## src/rtl/fetch_pkg.sv

```systemverilog
// rtl/fetch_pkg.sv - shared fetch/decode constants and PC helpers
package fetch_pkg;

  localparam int XLEN = 32;
  localparam logic [XLEN-1:0] RESET_PC_DEFAULT = 32'h0000_0000;
  localparam logic [XLEN-1:0] INSTR_BYTES = 32'd4;

  // Instructions are word aligned; low address bits carry no meaning.
  function automatic logic [XLEN-1:0] align_pc(input logic [XLEN-1:0] pc);
    return {pc[XLEN-1:2], 2'b00};
  endfunction

endpackage

```

## src/rtl/fetch_slot_queue.sv

```systemverilog
// rtl/fetch_slot_queue.sv - slot storage with alloc/fill/head pointers
module fetch_slot_queue
  import fetch_pkg::*;
#(
  parameter int DEPTH = 4
) (
  input  logic            clk_i,
  input  logic            reset_i,
  input  logic            flush_i,
  input  logic            alloc_i,
  input  logic [XLEN-1:0] alloc_pc_i,
  input  logic            fill_i,
  input  logic [XLEN-1:0] fill_data_i,
  input  logic            pop_i,
  output logic            head_filled_o,
  output logic [XLEN-1:0] head_pc_o,
  output logic [XLEN-1:0] head_instr_o
);

  localparam int PW = $clog2(DEPTH);

  logic [XLEN-1:0]  pc_q    [DEPTH];
  logic [XLEN-1:0]  instr_q [DEPTH];
  logic [DEPTH-1:0] filled_q;
  logic [PW-1:0]    alloc_ptr_q, alloc_ptr_d;
  logic [PW-1:0]    fill_ptr_q, fill_ptr_d;
  logic [PW-1:0]    head_ptr_q, head_ptr_d;

  // Pointer advance; DEPTH is a power of two so wrap is free.
  always_comb begin
    alloc_ptr_d = alloc_ptr_q + PW'(alloc_i);
    fill_ptr_d  = fill_ptr_q + PW'(fill_i);
    head_ptr_d  = head_ptr_q + PW'(pop_i);
    if (flush_i) begin
      alloc_ptr_d = '0;
      fill_ptr_d  = '0;
      head_ptr_d  = '0;
    end
  end

  // Pointer and filled-bit registers, cleared by reset and by a flush.
  always_ff @(posedge clk_i) begin
    if (reset_i) begin
      alloc_ptr_q <= '0;
      fill_ptr_q  <= '0;
      head_ptr_q  <= '0;
      filled_q    <= '0;
    end else begin
      alloc_ptr_q <= alloc_ptr_d;
      fill_ptr_q  <= fill_ptr_d;
      head_ptr_q  <= head_ptr_d;
      if (flush_i) begin
        filled_q <= '0;
      end else begin
        // The fill slot is never the filled head slot, so these cannot collide.
        if (fill_i) filled_q[fill_ptr_q] <= 1'b1;
        if (pop_i)  filled_q[head_ptr_q] <= 1'b0;
      end
    end
  end

  // Payload storage; contents are only meaningful behind a filled bit.
  always_ff @(posedge clk_i) begin
    if (alloc_i) pc_q[alloc_ptr_q]   <= alloc_pc_i;
    if (fill_i)  instr_q[fill_ptr_q] <= fill_data_i;
  end

  assign head_filled_o = filled_q[head_ptr_q];
  assign head_pc_o     = pc_q[head_ptr_q];
  assign head_instr_o  = instr_q[head_ptr_q];

endmodule

```

## src/rtl/fetch_prefetch_buffer.sv

```systemverilog
// rtl/fetch_prefetch_buffer.sv - instruction prefetch buffer with flush/redirect
module fetch_prefetch_buffer
  import fetch_pkg::*;
#(
  parameter int              DEPTH    = 4,
  parameter logic [XLEN-1:0] RESET_PC = RESET_PC_DEFAULT
) (
  input  logic            clk_i,
  input  logic            reset_i,
  input  logic            redirect_i,
  input  logic [XLEN-1:0] redirect_pc_i,
  output logic            imem_req_o,
  output logic [XLEN-1:0] imem_addr_o,
  input  logic            imem_gnt_i,
  input  logic            imem_rvalid_i,
  input  logic [XLEN-1:0] imem_rdata_i,
  output logic            instr_valid_o,
  output logic [XLEN-1:0] instr_o,
  output logic [XLEN-1:0] pc_o,
  output logic [XLEN-1:0] pc_plus4_o,
  input  logic            instr_ready_i
);

  localparam int CW = $clog2(DEPTH) + 1;
  localparam logic [CW:0] CAPACITY = (CW + 1)'(DEPTH);

  logic [XLEN-1:0] fetch_pc_q, fetch_pc_d;
  logic [CW-1:0]   count_q, count_d;
  logic [CW-1:0]   inflight_q, inflight_d;
  logic [CW-1:0]   kill_q, kill_d;
  logic [CW:0]     occupancy;
  logic            grant, fill, drop, pop, head_filled;
  logic [XLEN-1:0] head_pc;

  // Killed responses still hold capacity: they will arrive and must be absorbed.
  assign occupancy  = {1'b0, count_q} + {1'b0, kill_q};
  assign imem_req_o = ~reset_i & ~redirect_i & (occupancy < CAPACITY);
  assign imem_addr_o = fetch_pc_q;
  assign grant = imem_req_o & imem_gnt_i;
  assign drop  = imem_rvalid_i & (kill_q != '0);
  assign fill  = imem_rvalid_i & (kill_q == '0) & ~redirect_i;

  assign instr_valid_o = head_filled & ~redirect_i;
  assign pop           = instr_valid_o & instr_ready_i;
  assign pc_o          = head_pc;
  assign pc_plus4_o    = head_pc + INSTR_BYTES;

  fetch_slot_queue #(.DEPTH(DEPTH)) u_slots (
    .clk_i        (clk_i),
    .reset_i      (reset_i),
    .flush_i      (redirect_i),
    .alloc_i      (grant),
    .alloc_pc_i   (fetch_pc_q),
    .fill_i       (fill),
    .fill_data_i  (imem_rdata_i),
    .pop_i        (pop),
    .head_filled_o(head_filled),
    .head_pc_o    (head_pc),
    .head_instr_o (instr_o)
  );

  // Next fetch PC and bookkeeping counters; a redirect turns every in-flight request into a kill.
  always_comb begin
    fetch_pc_d = fetch_pc_q;
    count_d    = count_q;
    inflight_d = inflight_q;
    kill_d     = kill_q;
    if (redirect_i) begin
      fetch_pc_d = align_pc(redirect_pc_i);
      count_d    = '0;
      inflight_d = inflight_q - CW'(imem_rvalid_i);
      kill_d     = inflight_q - CW'(imem_rvalid_i);
    end else begin
      if (grant) fetch_pc_d = fetch_pc_q + INSTR_BYTES;
      count_d    = count_q + CW'(grant) - CW'(pop);
      inflight_d = inflight_q + CW'(grant) - CW'(imem_rvalid_i);
      if (drop) kill_d = kill_q - CW'(1);
    end
  end

  // State registers with synchronous reset.
  always_ff @(posedge clk_i) begin
    if (reset_i) begin
      fetch_pc_q <= RESET_PC;
      count_q    <= '0;
      inflight_q <= '0;
      kill_q     <= '0;
    end else begin
      fetch_pc_q <= fetch_pc_d;
      count_q    <= count_d;
      inflight_q <= inflight_d;
      kill_q     <= kill_d;
    end
  end

endmodule

```

## config.mk

```make
export PLATFORM = sky130hd
export DESIGN_NAME = fetch_prefetch_buffer
export DESIGN_NICKNAME = d
export VERILOG_FILES = /design/src/rtl/fetch_pkg.sv /design/src/rtl/fetch_slot_queue.sv /design/src/rtl/fetch_prefetch_buffer.sv
export SDC_FILE = /design/constraint.sdc
export NUM_CORES = 1
export LEC_CHECK = 0
export ABC_AREA = 0
export ABC_CLOCK_PERIOD_IN_PS = 11100
export CORE_MARGIN = 10
export CORE_UTILIZATION = 58
export DETAILED_ROUTE_END_ITERATION = 8
export PLACE_DENSITY = 0.95
export SLEW_MARGIN = 0
export SYNTH_ARGS = -nofsm -noshare
export SYNTH_HDL_FRONTEND = slang
export SYNTH_HIERARCHICAL = 1
export SYNTH_SLANG_ARGS = --single-unit
export TNS_END_PERCENT = 1
```

## constraint.sdc

```tcl
create_clock -name clk_i -period 11.1 [get_ports clk_i]
set_input_delay 1.665 -clock clk_i [delete_from_list [all_inputs] [get_ports clk_i]]
set_output_delay 1.665 -clock clk_i [all_outputs]
set_load 0.005 [all_outputs]
```

## Word level (Yosys, flattened, before mapping)

Memory sizes are Yosys's and may differ from the RTL's. A register that Yosys moved wholly into a read port is not among the register bits.
Cells that the tools add are included.

- Flip-flop bits (word level): 51
- Bits in writable memories: 256
- Input port bits: 70
- Output and inout port bits: 130
- Logic and storage cells: 69
- Memories: 2

- Add/subtract/negate cells: 12
- $lt $le $gt $ge: 5
- Multiplexer cells: 21
- Bitwise gates (word level): 13
- Reduce and logical (&&, ||, !) cells: 7

Memories:

| memory | depth | bits a word | rd ports | clocked after Yosys merged registers in | wr ports | line | source |
|---|---|---|---|---|---|---|---|
| u_slots.instr_q | 4 | 32 | 1 | 1 | 1 | fetch_slot_queue.sv:23 | `logic [XLEN-1:0] instr_q [DEPTH];` |
| u_slots.pc_q | 4 | 32 | 1 | 1 | 1 | fetch_slot_queue.sv:22 | `logic [XLEN-1:0] pc_q [DEPTH];` |

Operators by type and width:

| operator | count |
|---|---|
| $add A32 B3 Y32 const B | 2 |
| $mux W32 | 2 |
| $mux W4 | 4 |
| $mux W3 | 3 |
| $sub A3 B1 Y3 | 3 |
| $and A1 B1 Y1 | 8 |
| $mux W1 | 7 |
| $add A2 B1 Y2 | 3 |
| $add A3 B1 Y3 | 2 |
| $lt A2 B3 Y1 const B | 2 |
| $add A3 B3 Y4 | 1 |
| $and A4 B4 Y4 | 1 |
| $demux W1 S2 | 2 |
| $ge A2 B1 Y1 const B | 2 |
| $lt A4 B3 Y1 const B | 1 |
| $mux W2 | 2 |
| $not A4 Y4 | 1 |
| $or A4 B4 Y4 | 1 |
| $reduce_bool A2 Y1 | 2 |
| $logic_not A3 Y1 | 1 |
| $reduce_bool A3 Y1 | 1 |
| $sub A3 B1 Y3 const B | 1 |
| $bmux W1 S2 | 1 |
| $logic_and A1 B1 Y1 | 2 |
| other kinds (2) | 3 |

## Depth between registers and ports, before layout

Gate-level depths: netlist of run 1.

- Depth in word-level cells: 10
- Mapped depth: 14
- Mapped depth without buffers: 11

## Hierarchy

The synthesis of run 1 kept the hierarchy.

Modules (own cells, without submodules):

| module | times used | cells each | area each (um2) | seq. area each (um2) |
|---|---|---|---|---|
| fetch_slot_queue | 1 | 377 | 9709.3 | 7887.6 |
| fetch_prefetch_buffer | 1 | 389 | 2914.0 | 780.7 |

## Worst setup path after synthesis of run 1

Ideal clock, no wire load.

- Path kind: input -> register
- Start: in redirect_i
- End: mem u_slots.pc_q[0][0], enable pin
- Setup time: 0.468 ns
- Data arrival time: 5.181 ns
- Data required time: 10.632 ns
- Slack: 5.452 ns
- Cell stages on the path: 6
- Buffers on the path: 2
- Cell sequence: or4b_1 or2_1 buf_6 clkinv_4 buf_2 nor3b_1

- Longest elaborated chain between the ends: 6

Ends and longest elaborated chain:

| item | line | source |
|---|---|---|
| start: declaration | fetch_prefetch_buffer.sv:10 | `input logic redirect_i,` |
| $not A1 Y1 | fetch_prefetch_buffer.sv:37 | `assign imem_req_o = ~reset_i & ~redirect_i & (occupancy < CAPACITY);` |
| $and A1 B1 Y1 (2 in series) | fetch_prefetch_buffer.sv:37 |  |
| $and A1 B1 Y1 | fetch_prefetch_buffer.sv:39 | `assign grant = imem_req_o & imem_gnt_i;` |
| net grant | fetch_prefetch_buffer.sv:32 | `logic grant, fill, drop, pop, head_filled;` |
| $mux W1 | fetch_slot_queue.sv:64 | `if (alloc_i) pc_q[alloc_ptr_q] <= alloc_pc_i;` |
| $mux W1 (implied by the code) | fetch_slot_queue.sv:64 |  |
| end: declaration | fetch_slot_queue.sv:22 |  |

The timed path passes the listed nets, and every way through them passes these cells.

==> results of run 1 <==
==> routing by layer <==
| layer | track usage [%] | part of all wire, % | wire, um | up-vias |
|---|---|---|---|---|
| met5 | 0 | 0 | 0 | - |
| met4 | 8.21 | 4.0 | 1290 | 0 |
| met3 | 4.52 | 9.3 | 3010 | 107 |
| met2 | 39.5 | 52 | 16900 | 529 |
| met1 | 26.6 | 34 | 11200 | 3907 |
| li1 | - | - | - | 3438 |
==> power by group <==
part	switching, mW	internal (mW)
registers	0.0236	1.27
clock network	0.412	0.598
logic	0.0749	0.0888
==> worst paths after layout <==
check | to | slack, ps
worst max-delay path | pc_plus4_o[28] | 4720
worst min-delay path | u_slots/filled_q[0] | 550
worst max register to register | imem_addr_o[16] | 7360
worst min register to register | u_slots/filled_q[0] | 550
==> synthesized netlist by cell type, types with 4 or more instances <==
library cell               instances
sky130_fd_sc_hd__edfxtp_1        256
sky130_fd_sc_hd__mux4_2           65
sky130_fd_sc_hd__dfxtp_1          49
sky130_fd_sc_hd__nand2_1          47
sky130_fd_sc_hd__nor2_1           37
sky130_fd_sc_hd__nand3_1          28
sky130_fd_sc_hd__xnor2_1          26
sky130_fd_sc_hd__a21oi_1          20
sky130_fd_sc_hd__inv_1            20
sky130_fd_sc_hd__a31oi_1          16
sky130_fd_sc_hd__clkbuf_1         15
sky130_fd_sc_hd__ha_1             15
sky130_fd_sc_hd__xor2_1           15
sky130_fd_sc_hd__and3_1           14
sky130_fd_sc_hd__nand4_1          13
sky130_fd_sc_hd__o21ai_0          13
sky130_fd_sc_hd__and2_1           11
sky130_fd_sc_hd__buf_2            10
sky130_fd_sc_hd__nor3_1            9
sky130_fd_sc_hd__o211ai_1          6
sky130_fd_sc_hd__or3_1             6
sky130_fd_sc_hd__or4_1             6
sky130_fd_sc_hd__and4_1            5
sky130_fd_sc_hd__buf_4             5
sky130_fd_sc_hd__a211oi_1          4
sky130_fd_sc_hd__o221a_2           4
==> worst max-delay path: cells and delay by family (launching register included) <==
family	cells	cell delay (ps)
xor gates and xnor gates	1	230
DFF	1	650
and+or+nand+nor	4	1260
adders and majority gates	1	230
buffers and inverters	2	1370
muxes	1	420
==> cell type report <==
class | count | share of cell area [%]
Timing Repair Buffer | 209 | 13.0
Multi-Input combinational cell | 412 | 23.2
Clock buffer | 44 | 5.59
Antenna cell | 2 | 0.0316
Tap cell | 275 | 2.17
Sequential cell | 305 | 54.8
Clock inverter | 12 | 0.726
Inverter | 21 | 0.529
==> flip-flops by register name, indices dropped and copies added, names as in the netlist <==
register,count
u_slots/fill_ptr_q,2
kill_q,3
count_q,3
u_slots/alloc_ptr_q,2
u_slots/head_ptr_q,2
imem_addr_o,30
u_slots/pc_q,128
inflight_q,3
u_slots/filled_q,4
u_slots/instr_q,128
==> logic make-up (layout without fill, tap and decap cells) <==
kind of cell             Yosys count  count (layout)
multiplexers                      68              68
buffers and inverters             58             286
other                              1              12
adder cells (fa/ha/maj)           17              17
XOR/XNOR                          41              41
flip-flops                       305             305
AND/OR/NAND/NOR                  196             196
AO/OA/AOI/OAI                     80              80
==> insert_results.sql, run 1 <==
INSERT INTO impl_metrics (metric_group, metric, value, unit) VALUES
('outcome', 'outcome', 'finished, final reports clean', ''),
('setup_path', 'critical_path_s_largest_stage_delay', '820', 'ps'),
('power', 'pwr_density_cell', '155', 'nW/um2'),
('yosys', 'synth-compound-area-share', '4.20', '%'),
('layout', 'commonest_non_fill_non_tap_cell_in_the_layout', 'sky130_fd_sc_hd__edfxtp_1', ''),
('clocking', 'tritoncts_num_sinks', '305', ''),
('route', 'dr.first_iter.drc_count', '937', ''),
('yosys', 'synth.top_cell.area_share', '60.9', '%'),
('layout', 'layout.cell_area.non_filler', '15800', 'um2'),
('route', 'detailedRoute.firstPassIterationCount', '6', ''),
('yosys', 'synth.largest_area_cell', 'sky130_fd_sc_hd__edfxtp_1', ''),
('yosys', 'yosys.area_share.simple', '8.02', '%'),
('setup_path', 'worst_ep_arrival_time', '4720', 'ps'),
('route', 'route.detailed.drc', '0', ''),
('grt', 'global_route_wire_length_before_repair', '49400', 'um'),
('die', 'die-area', '28100', 'um2'),
('grt', 'vias_in_the_first_global_route', '8291', ''),
('yosys', 'share_of_the_synthesized_netlist_area_taken_by_xor_and_xnor_gates', '2.84', '%'),
('setup_path', 'worst_reg2reg_path_depth', '7', ''),
('layout', 'most-common-layout-cells', 'sky130_fd_sc_hd__edfxtp_1 (256), sky130_fd_sc_hd__clkdlybuf4s50_1 (195), sky130_fd_sc_hd__mux4_2 (65)', ''),
('grt', 'grt_max_degree', '57', ''),
('sta', 'clock-skew-final', '8.95', 'ps'),
('clocking', 'cts_hold_buffers', '0', ''),
('hold_path', 'hold_path.startpoint', 'u_slots/filled_q[0]', ''),
('die', 'design.core.area', '21200', 'um2'),
('die', 'fp-row-count', '53', ''),
('clocking', 'cts_tree', 'done', ''),
('layout', 'final_nets', '1066', ''),
('die', 'floorplan.initialDensity', '59.5', '%'),
('yosys', 'yosys-mux-area-fraction', '11.9', '%'),
('sta', 'final-hold-violation-count', '0', ''),
('place', 'globalplace.congestion', '0.850', ''),
('sta', 'fin_crit_sh', '57.5', '%'),
('sta', 'timing.final.crit_period', '6380', 'ps'),
('clocking', 'cts.repair.resized', '0', ''),
('sta', 'slew-limit-headroom', '21.6', '%'),
('sta', 'hold-worst-slack', '548', 'ps'),
('layout', 'final_core_utilization', '74.7', '%'),
('yosys', 'yosys_most_used_dff', 'sky130_fd_sc_hd__edfxtp_1', ''),
('die', 'dieHeight', '168', 'um'),
('hold_path', 'number_of_cells_traversed_by_the_worst_hold_path', '1', ''),
('yosys', 'asyncSetResetFlopFracSynth', '0', '%'),
('layout', 'drive_gt1_share', '14.1', '%'),
('place', 'placed_cells', '1221', ''),
('place', 'hpwl', '20400', 'um'),
('grt', 'number_of_antenna_violations_at_the_first_check_in_global_routing', '2', ''),
('setup_path', 'critPathKind', 'reg2out', ''),
('setup_path', 'cp_data_required_time', '9440', 'ps'),
('sta', 'grt_setup_unrepaired', 'no', ''),
('yosys', 'seq_area_frac_synth', '68.7', '%'),
('yosys', 'combinational_family_with_the_most_area_after_synthesis', 'multiplexers', ''),
('setup_path', 'worstSetupEndpointType', 'primary output', ''),
('route', 'detail_route.vias_per_cell', '6.24', ''),
('layout', 'fillers', '1158', ''),
('grt', 'global_route.usage.total', '22.4', '%'),
('yosys', 'synth_warnings', '6', ''),
('yosys', 'postSynthRegisterBits', '305', ''),
('clocking', 'clock-root-buffer', 'sky130_fd_sc_hd__clkbuf_16', ''),
('yosys', 'synthesized_instance_count', '766', ''),
('yosys', 'synth_area', '12600', 'um2'),
('sta', 'fin_tns_setup', '0', 'ps'),
('clocking', 'cts.reportedPaths.clkPinSlew', '60', 'ps'),
('sta', 'max_freq', '0.157', 'GHz'),
('yosys', 'adder_cell_share_of_the_synthesized_area', '1.80', '%'),
('power', 'design_power_total', '2.46', 'mW'),
('layout', 'sequential_cell_area', '8680', 'um2'),
('setup_path', 'worst_setup_path_start_kind', 'flip-flop', ''),
('clocking', 'post-cts-setup-buffer-count', '0', ''),
('layout', 'layoutNonFillerInstCount', '1280', ''),
('setup_path', 'critical_path.reg2reg.startpoint', 'count_q[1]', ''),
('setup_path', 'startpoint', 'u_slots/head_ptr_q[0]', '');
Note: power is estimated with default switching activity, not from simulation.
==> run 2, diff against run 1 <==
--- a/config.mk
+++ b/config.mk
@@ -6,11 +6,11 @@
 export NUM_CORES = 1
 export LEC_CHECK = 0
 export ABC_AREA = 0
-export ABC_CLOCK_PERIOD_IN_PS = 11100
+export ABC_CLOCK_PERIOD_IN_PS = 5150
 export CORE_MARGIN = 10
-export CORE_UTILIZATION = 58
+export CORE_UTILIZATION = 49
 export DETAILED_ROUTE_END_ITERATION = 8
-export PLACE_DENSITY = 0.95
+export PLACE_DENSITY = 0.88
 export SLEW_MARGIN = 0
 export SYNTH_ARGS = -nofsm -noshare
 export SYNTH_HDL_FRONTEND = slang
==> constraint.sdc (replaced) <==
create_clock -name clk_i -period 5.15 [get_ports clk_i]
set_input_delay 0.7725 -clock clk_i [delete_from_list [all_inputs] [get_ports clk_i]]
set_output_delay 0.7725 -clock clk_i [all_outputs]
set_load 0.005 [all_outputs]
==> run 2 against run 1 <==
Effect of this change:
- register-to-register slack got worse by 5900 ps
- non-clock buffer count fell by 2
- clock power rose by 99%
- routed wire length fell by 6.0%
- global-route usage fell by 4.5 points
- worst hold slack barely moved
- utilization fell by 12 points
- combinational power rose by 110%
- critical path depth fell by 1
- critical path type unchanged
- largest cell class unchanged
- largest power group unchanged
==> insert_results.sql, run 2 (synthesis results as in run 1) <==
INSERT INTO impl_metrics (metric_group, metric, value, unit) VALUES
('layout', 'commonest_non_fill_non_tap_cell_in_the_layout', 'sky130_fd_sc_hd__edfxtp_1', ''),
('place', 'globalplace.congestion', '0.857', ''),
('clocking', 'clock-root-buffer', 'sky130_fd_sc_hd__clkbuf_16', ''),
('layout', 'fillers', '1798', ''),
('sta', 'fin_tns_setup', '0', 'ps'),
('hold_path', 'number_of_cells_traversed_by_the_worst_hold_path', '1', ''),
('die', 'die-area', '32600', 'um2'),
('place', 'detailedPlace.worstSlack', '1060', 'ps'),
('sta', 'timing.final.max_slew_violations', '0', ''),
('grt', 'gr-usage-met1', '22.0', '%'),
('clocking', 'tritoncts_num_sinks', '305', ''),
('clocking', 'cts_h_tree_depth', '1', ''),
('setup_path', 'critical_path.reg2reg.startpoint', 'u_slots/head_ptr_q[1]', ''),
('grt', 'vias_in_the_first_global_route', '7864', ''),
('sta', 'fin_crit_sh', '89.8', '%'),
('route', 'dr.first_iter.drc_count', '684', ''),
('clocking', 'cts_hold_buffers', '0', ''),
('sta', 'grt_setup_unrepaired', 'no', ''),
('die', 'fp-row-count', '58', ''),
('setup_path', 'timing.critical_path.cells', 'mux4_2 -> ha_1 -> and4_1 -> nand3_1 -> or4_1 -> nor2_1 -> xor2_1 -> clkdlybuf4s50_1', ''),
('outcome', 'outcome', 'finished, final reports clean', ''),
('layout', 'layout.cell_area.non_filler', '15800', 'um2'),
('place', 'hpwl', '20500', 'um'),
('power', 'p_leak', '5.15', 'nW'),
('sta', 'clock-skew-final', '14.0', 'ps'),
('layout', 'multiInputGateArea', '3680', 'um2'),
('clocking', 'clk_latency', '530', 'ps'),
('sta', 'timing.final.crit_period', '4630', 'ps'),
('setup_path', 'cp_data_required_time', '4380', 'ps'),
('layout', 'area_growth_syn_to_layout', '25.1', '%'),
('layout', 'final_core_utilization', '62.5', '%'),
('setup_path', 'critPathKind', 'reg2out', ''),
('grt', 'grt_met3_use', '4.38', '%'),
('route', 'route.detailed.drc', '0', ''),
('die', 'dieHeight', '181', 'um'),
('setup_path', 'critical-path-slowest-cell', 'sky130_fd_sc_hd__dfxtp_4', ''),
('power', 'ir_drop_worst_case_vdd', '0.246', 'mV'),
('route', 'finalWirelength', '30400', 'um'),
('layout', 'final_nets', '1063', ''),
('route', 'detailedRoute.firstPassIterationCount', '5', ''),
('die', 'design.core.area', '25300', 'um2'),
('setup_path', 'critical_path.max_fanout', '31', ''),
('clocking', 'cts.reportedPaths.clkPinSlew', '70', 'ps'),
('grt', 'global_route_wire_length_before_repair', '46900', 'um'),
('clocking', 'cts_tree', 'done', ''),
('place', 'placement.io_buffers', '195', ''),
('grt', 'number_of_antenna_violations_at_the_first_check_in_global_routing', '1', ''),
('hold_path', 'hold_path.class', 'reg2reg', ''),
('sta', 'max_freq', '0.216', 'GHz'),
('route', 'detail_route.vias_per_cell', '5.79', ''),
('clocking', 'maximum_clock_insertion_buffer_count', '3', ''),
('flow_run', 'max_cap_violations', '0', ''),
('layout', 'sequential_cell_area', '8680', 'um2'),
('die', 'dieWidth', '181', 'um'),
('sta', 'slew-limit-headroom', '33.0', '%'),
('setup_path', 'worst_ep_arrival_time', '3850', 'ps'),
('layout', 'drive_gt1_share', '13.4', '%'),
('route', 'vias', '7702', ''),
('sta', 'final-hold-violation-count', '0', ''),
('grt', 'met2_usage', '30.5', '%'),
('clocking', 'post-cts-setup-buffer-count', '0', ''),
('sta', 'worst_pin_slew', '995', 'ps'),
('setup_path', 'critical_path_s_largest_stage_delay', '650', 'ps'),
('clocking', 'cts.repair.resized', '0', ''),
('sta', 'count_of_final_setup_violators', '0', ''),
('hold_path', 'hold_path.startpoint', 'u_slots/filled_q[0]', ''),
('grt', 'global_route.usage.total', '17.9', '%'),
('grt', 'busiest_layer', 'met2', ''),
('route', 'wl_per_cell', '22.9', 'um'),
('sta', 'setup_ws', '525', 'ps'),
('grt', 'grt_max_degree', '43', ''),
('power', 'pwr_density_cell', '325', 'nW/um2'),
('route', 'drtAntennaViolNets', '0', ''),
('setup_path', 'worst_reg2reg_path_depth', '12', ''),
('layout', 'most-common-layout-cells', 'sky130_fd_sc_hd__edfxtp_1 (256), sky130_fd_sc_hd__clkdlybuf4s50_1 (195), sky130_fd_sc_hd__mux4_2 (65)', ''),
('clocking', 'tritoncts.num_buffers', '29', ''),
('place', 'postPlaceCellArea', '14900', 'um2'),
('setup_path', 'worst_setup_path_start_kind', 'flip-flop', ''),
('setup_path', 'startpoint', 'u_slots/head_ptr_q[1]', ''),
('die', 'floorplan.initialDensity', '50.0', '%'),
('die', 'io_pins', '200', ''),
('grt', 'grt-ovfl-total', '0', ''),
('setup_path', 'worstSetupEndpointType', 'primary output', '');
-- run 2: changes by cell type in the layout (fill, tap and decap cells not counted), sizes merged --
cell      change
clkbuf        -6
clkinv        +5
buf           -2
clkinvlp      -2
diode         -1
inv           +1
-- run 2: critical path: cells and delay by family (launching register included) --
family / cells / cell delay [ps]
buffers and inverters: 1 / 530
DFF: 1 / 650
and+or+nand+nor: 4 / 1320
xor gates and xnor gates: 1 / 180
muxes: 1 / 360
adders and majority gates: 1 / 280
-- run 2: through the flow --
| stage | cells | hold slack, ps | power (mW) |
|---|---|---|---|
| after floorplan | 775 | 500 | 2.96 |
| after global placement | 1275 | 513 | 3.17 |
| after detailed placement | 1275 | 524 | 3.18 |
| after CTS | 1329 | 544 | 5.17 |
| after global routing | 1330 | 548 | 5.31 |
| final | 1330 | 547 | 5.14 |
-- run 2: final cells by class --
type / instances / share of cell area, %
multi-input combinational: 412 / 23.3
timing repair buffer: 207 / 12.9
antenna: 1 / 0.0158
clock inverter: 16 / 0.879
tap: 330 / 2.61
sequential: 305 / 54.9
inverter: 21 / 0.531
clock buffer: 38 / 4.81
-- run 2: where the power goes --
group	leakage (nW)	internal (mW)	total, mW	switching, mW
Clock	0.434	1.14	2.01	0.867
Sequential	2.75	2.73	2.78	0.0566
Combinational	1.97	0.191	0.346	0.155
-- run 2: routing by layer --
layer | vias up | share of wire, %
met5 | - | 0
met2 | 351 | 50
li1 | 3446 | -
met4 | 0 | 3.0
met3 | 52 | 8.5
met1 | 3853 | 38
-- run 2: path summary, 6_finish.rpt --
kind | slack, ps | to
max reg2reg | 1510 | count_q[2]
max | 520 | pc_plus4_o[28]
min | 550 | u_slots/filled_q[0]
min reg2reg | 550 | u_slots/filled_q[0]
==> run 3, diff against run 2 <==
--- a/config.mk
+++ b/config.mk
@@ -10,7 +10,7 @@
 export CORE_MARGIN = 10
 export CORE_UTILIZATION = 49
 export DETAILED_ROUTE_END_ITERATION = 8
-export PLACE_DENSITY = 0.88
+export PLACE_DENSITY = 0.86
 export SLEW_MARGIN = 0
 export SYNTH_ARGS = -nofsm -noshare
 export SYNTH_HDL_FRONTEND = slang
==> run 3 against run 2 <==
Effect of this change:
- combinational power barely moved
- maximum frequency fell by 1.2%
- worst hold slack got worse by 3.1 ps
- global-route usage fell by 0.20 points
- critical path type unchanged
- critical endpoint is now pc_plus4_o[31]
==> insert_results.sql, run 3 (synthesis results as in run 1) <==
INSERT INTO impl_metrics (metric_group, metric, value, unit) VALUES
('clocking', 'cts.reportedPaths.clkPinSlew', '60', 'ps'),
('route', 'drtAntennaViolNets', '0', ''),
('layout', 'commonest_non_fill_non_tap_cell_in_the_layout', 'sky130_fd_sc_hd__edfxtp_1', ''),
('place', 'detailedPlace.worstSlack', '941', 'ps'),
('layout', 'antenna_cells', '0', ''),
('clocking', 'clk_latency', '540', 'ps'),
('route', 'top_signal_layer_used', 'met4', ''),
('die', 'dieWidth', '181', 'um'),
('setup_path', 'critical_path.max_fanout', '37', ''),
('power', 'internal_power_contribution', '4.00', 'mW'),
('layout', 'sequential_cell_area', '8680', 'um2'),
('layout', 'drive_gt1_share', '13.8', '%'),
('sta', 'worst_pin_slew', '1090', 'ps'),
('power', 'ir_drop_worst_case_vdd', '0.217', 'mV'),
('outcome', 'outcome', 'finished, final reports clean', ''),
('route', 'route.detailed.drc', '0', ''),
('power', 'combPwrFrac', '6.8', '%'),
('die', 'fp-row-count', '58', ''),
('sta', 'max_freq', '0.214', 'GHz'),
('route', 'vias', '7649', ''),
('die', 'floorplan.initialDensity', '50.0', '%'),
('layout', 'final_nets', '1063', ''),
('sta', 'timing.final.max_slew_violations', '0', ''),
('sta', 'count_of_final_setup_violators', '0', ''),
('sta', 'fin_crit_sh', '90.9', '%'),
('place', 'globalplace.congestion', '0.804', ''),
('clocking', 'maximum_clock_insertion_buffer_count', '3', ''),
('sta', 'fin_tns_setup', '0', 'ps'),
('layout', 'fillers', '1782', ''),
('layout', 'area_growth_syn_to_layout', '24.8', '%'),
('flow_run', 'max_cap_violations', '0', ''),
('setup_path', 'critPathKind', 'reg2out', ''),
('route', 'dr.first_iter.drc_count', '688', ''),
('power', 'p_leak', '5.14', 'nW'),
('place', 'hpwl', '20300', 'um'),
('grt', 'vias_in_the_first_global_route', '7679', ''),
('route', 'finalWirelength', '30200', 'um'),
('die', 'design.core.area', '25300', 'um2'),
('sta', 'grt_setup_unrepaired', 'no', ''),
('setup_path', 'worstSetupEndpointType', 'primary output', ''),
('power', 'seq_power_share', '55.1', '%'),
('route', 'detailedRoute.firstPassIterationCount', '5', ''),
('sta', 'timing.final.crit_period', '4680', 'ps'),
('clocking', 'clock-root-buffer', 'sky130_fd_sc_hd__clkbuf_16', ''),
('route', 'met2WireLength', '15100', 'um'),
('setup_path', 'cp_data_required_time', '4380', 'ps'),
('route', 'wl_per_cell', '22.7', 'um'),
('clocking', 'cts_hold_buffers', '0', ''),
('grt', 'number_of_antenna_violations_at_the_first_check_in_global_routing', '0', ''),
('power', 'pwr_density_cell', '321', 'nW/um2'),
('clocking', 'cts_h_tree_depth', '1', ''),
('sta', 'setup_ws', '467', 'ps'),
('place', 'placement.io_buffers', '195', ''),
('setup_path', 'worst_ep_arrival_time', '3910', 'ps'),
('sta', 'clock-skew-final', '13.3', 'ps'),
('power', 'switching_part_of_the_total', '20.8', '%'),
('die', 'dieHeight', '181', 'um'),
('grt', 'global_route_wire_length_before_repair', '45900', 'um'),
('clocking', 'cts.repair.resized', '0', ''),
('die', 'die-area', '32600', 'um2'),
('clocking', 'post-cts-setup-buffer-count', '0', ''),
('sta', 'final-hold-violation-count', '0', ''),
('layout', 'multiInputGateArea', '3680', 'um2'),
('grt', 'grt_max_degree', '43', ''),
('clocking', 'cts_tree', 'done', ''),
('clocking', 'tritoncts.num_buffers', '29', ''),
('setup_path', 'worst_setup_path_start_kind', 'flip-flop', ''),
('route', 'route.met3.wl', '2260', 'um'),
('sta', 'slew-limit-headroom', '26.5', '%'),
('route', 'detail_route.vias_per_cell', '5.76', ''),
('power', 'power_frac_clock', '38.1', '%'),
('grt', 'global_route.usage.total', '17.7', '%'),
('die', 'io_pins', '200', ''),
('route', 'm1WireLength', '11900', 'um'),
('grt', 'grt-ovfl-total', '0', ''),
('clocking', 'tritoncts_num_sinks', '305', ''),
('layout', 'most-common-layout-cells', 'sky130_fd_sc_hd__edfxtp_1 (256), sky130_fd_sc_hd__clkdlybuf4s50_1 (195), sky130_fd_sc_hd__mux4_2 (65)', ''),
('power', 'netSwitchingPower', '1.05', 'mW'),
('hold_path', 'hold_path.class', 'reg2reg', '');
==> run 3: cell types whose count changed in the layout (fill, tap and decap cells not counted), sizes merged <==
cell / delta
diode: -1
bufinv: -2
clkinvlp: +1
clkinv: -3
inv: -1
clkbuf: +4
==> run 3: worst max-delay path, stage by stage (launching register included) <==
cell	delay, ps
sky130_fd_sc_hd__dfxtp_4	630
sky130_fd_sc_hd__buf_4	680
sky130_fd_sc_hd__mux4_2	670
sky130_fd_sc_hd__and3_1	230
sky130_fd_sc_hd__and3_1	210
sky130_fd_sc_hd__and3_1	190
sky130_fd_sc_hd__nand3_1	90
sky130_fd_sc_hd__xnor2_1	120
sky130_fd_sc_hd__clkdlybuf4s50_1	520
==> run 3: final cells by class <==
type / instances / area share, %
sequential: 305 / 55.1
multi-input combinational: 412 / 23.4
timing repair buffer: 207 / 13.0
clock buffer: 42 / 5.12
tap: 330 / 2.62
inverter: 21 / 0.532
clock inverter: 11 / 0.357
==> run 3: power by group through the flow <==
stage / Clock (mW) / Sequential, mW / Combinational, mW
4_1_cts: 1.97 / 2.78 / 0.349
5_1_grt: 2.06 / 2.79 / 0.374
2_1_floorplan: 0 / 2.81 / 0.148
3_3_place_gp: 0 / 2.83 / 0.339
3_5_place_dp: 0 / 2.83 / 0.347
6_report: 1.93 / 2.78 / 0.345
==> run 3: final timing paths <==
check,start,to,slack (ps),cells past startpoint
setup / recovery,u_slots/head_ptr_q[0],pc_plus4_o[31],470,8
hold / removal,inflight_q[2],inflight_q[2],540,2
setup reg to reg,count_q[2],inflight_q[2],1760,11
hold reg to reg,inflight_q[2],inflight_q[2],540,2
==> run 3: per-stage QoR <==
step | power (mW) | utilization (%) | hold slack [ps] | cell area (um2) | instances
3_5_place_dp | 3.18 | 59.0 | 525 | 14900 | 1275
4_1_cts | 5.10 | 62.4 | 545 | 15800 | 1328
5_1_grt | 5.22 | 62.4 | 552 | 15800 | 1328
3_3_place_gp | 3.17 | 59.0 | 512 | 14900 | 1275
6_report | 5.05 | 62.4 | 544 | 15800 | 1328
2_1_floorplan | 2.96 | - | 500 | 12700 | 775
==> run 3: layer usage <==
layer,GRT usage [%],up-vias
met5,0,-
met3,3.45,61
li1,-,3439
met4,5.84,0
met1,22.6,3831
met2,29.8,318
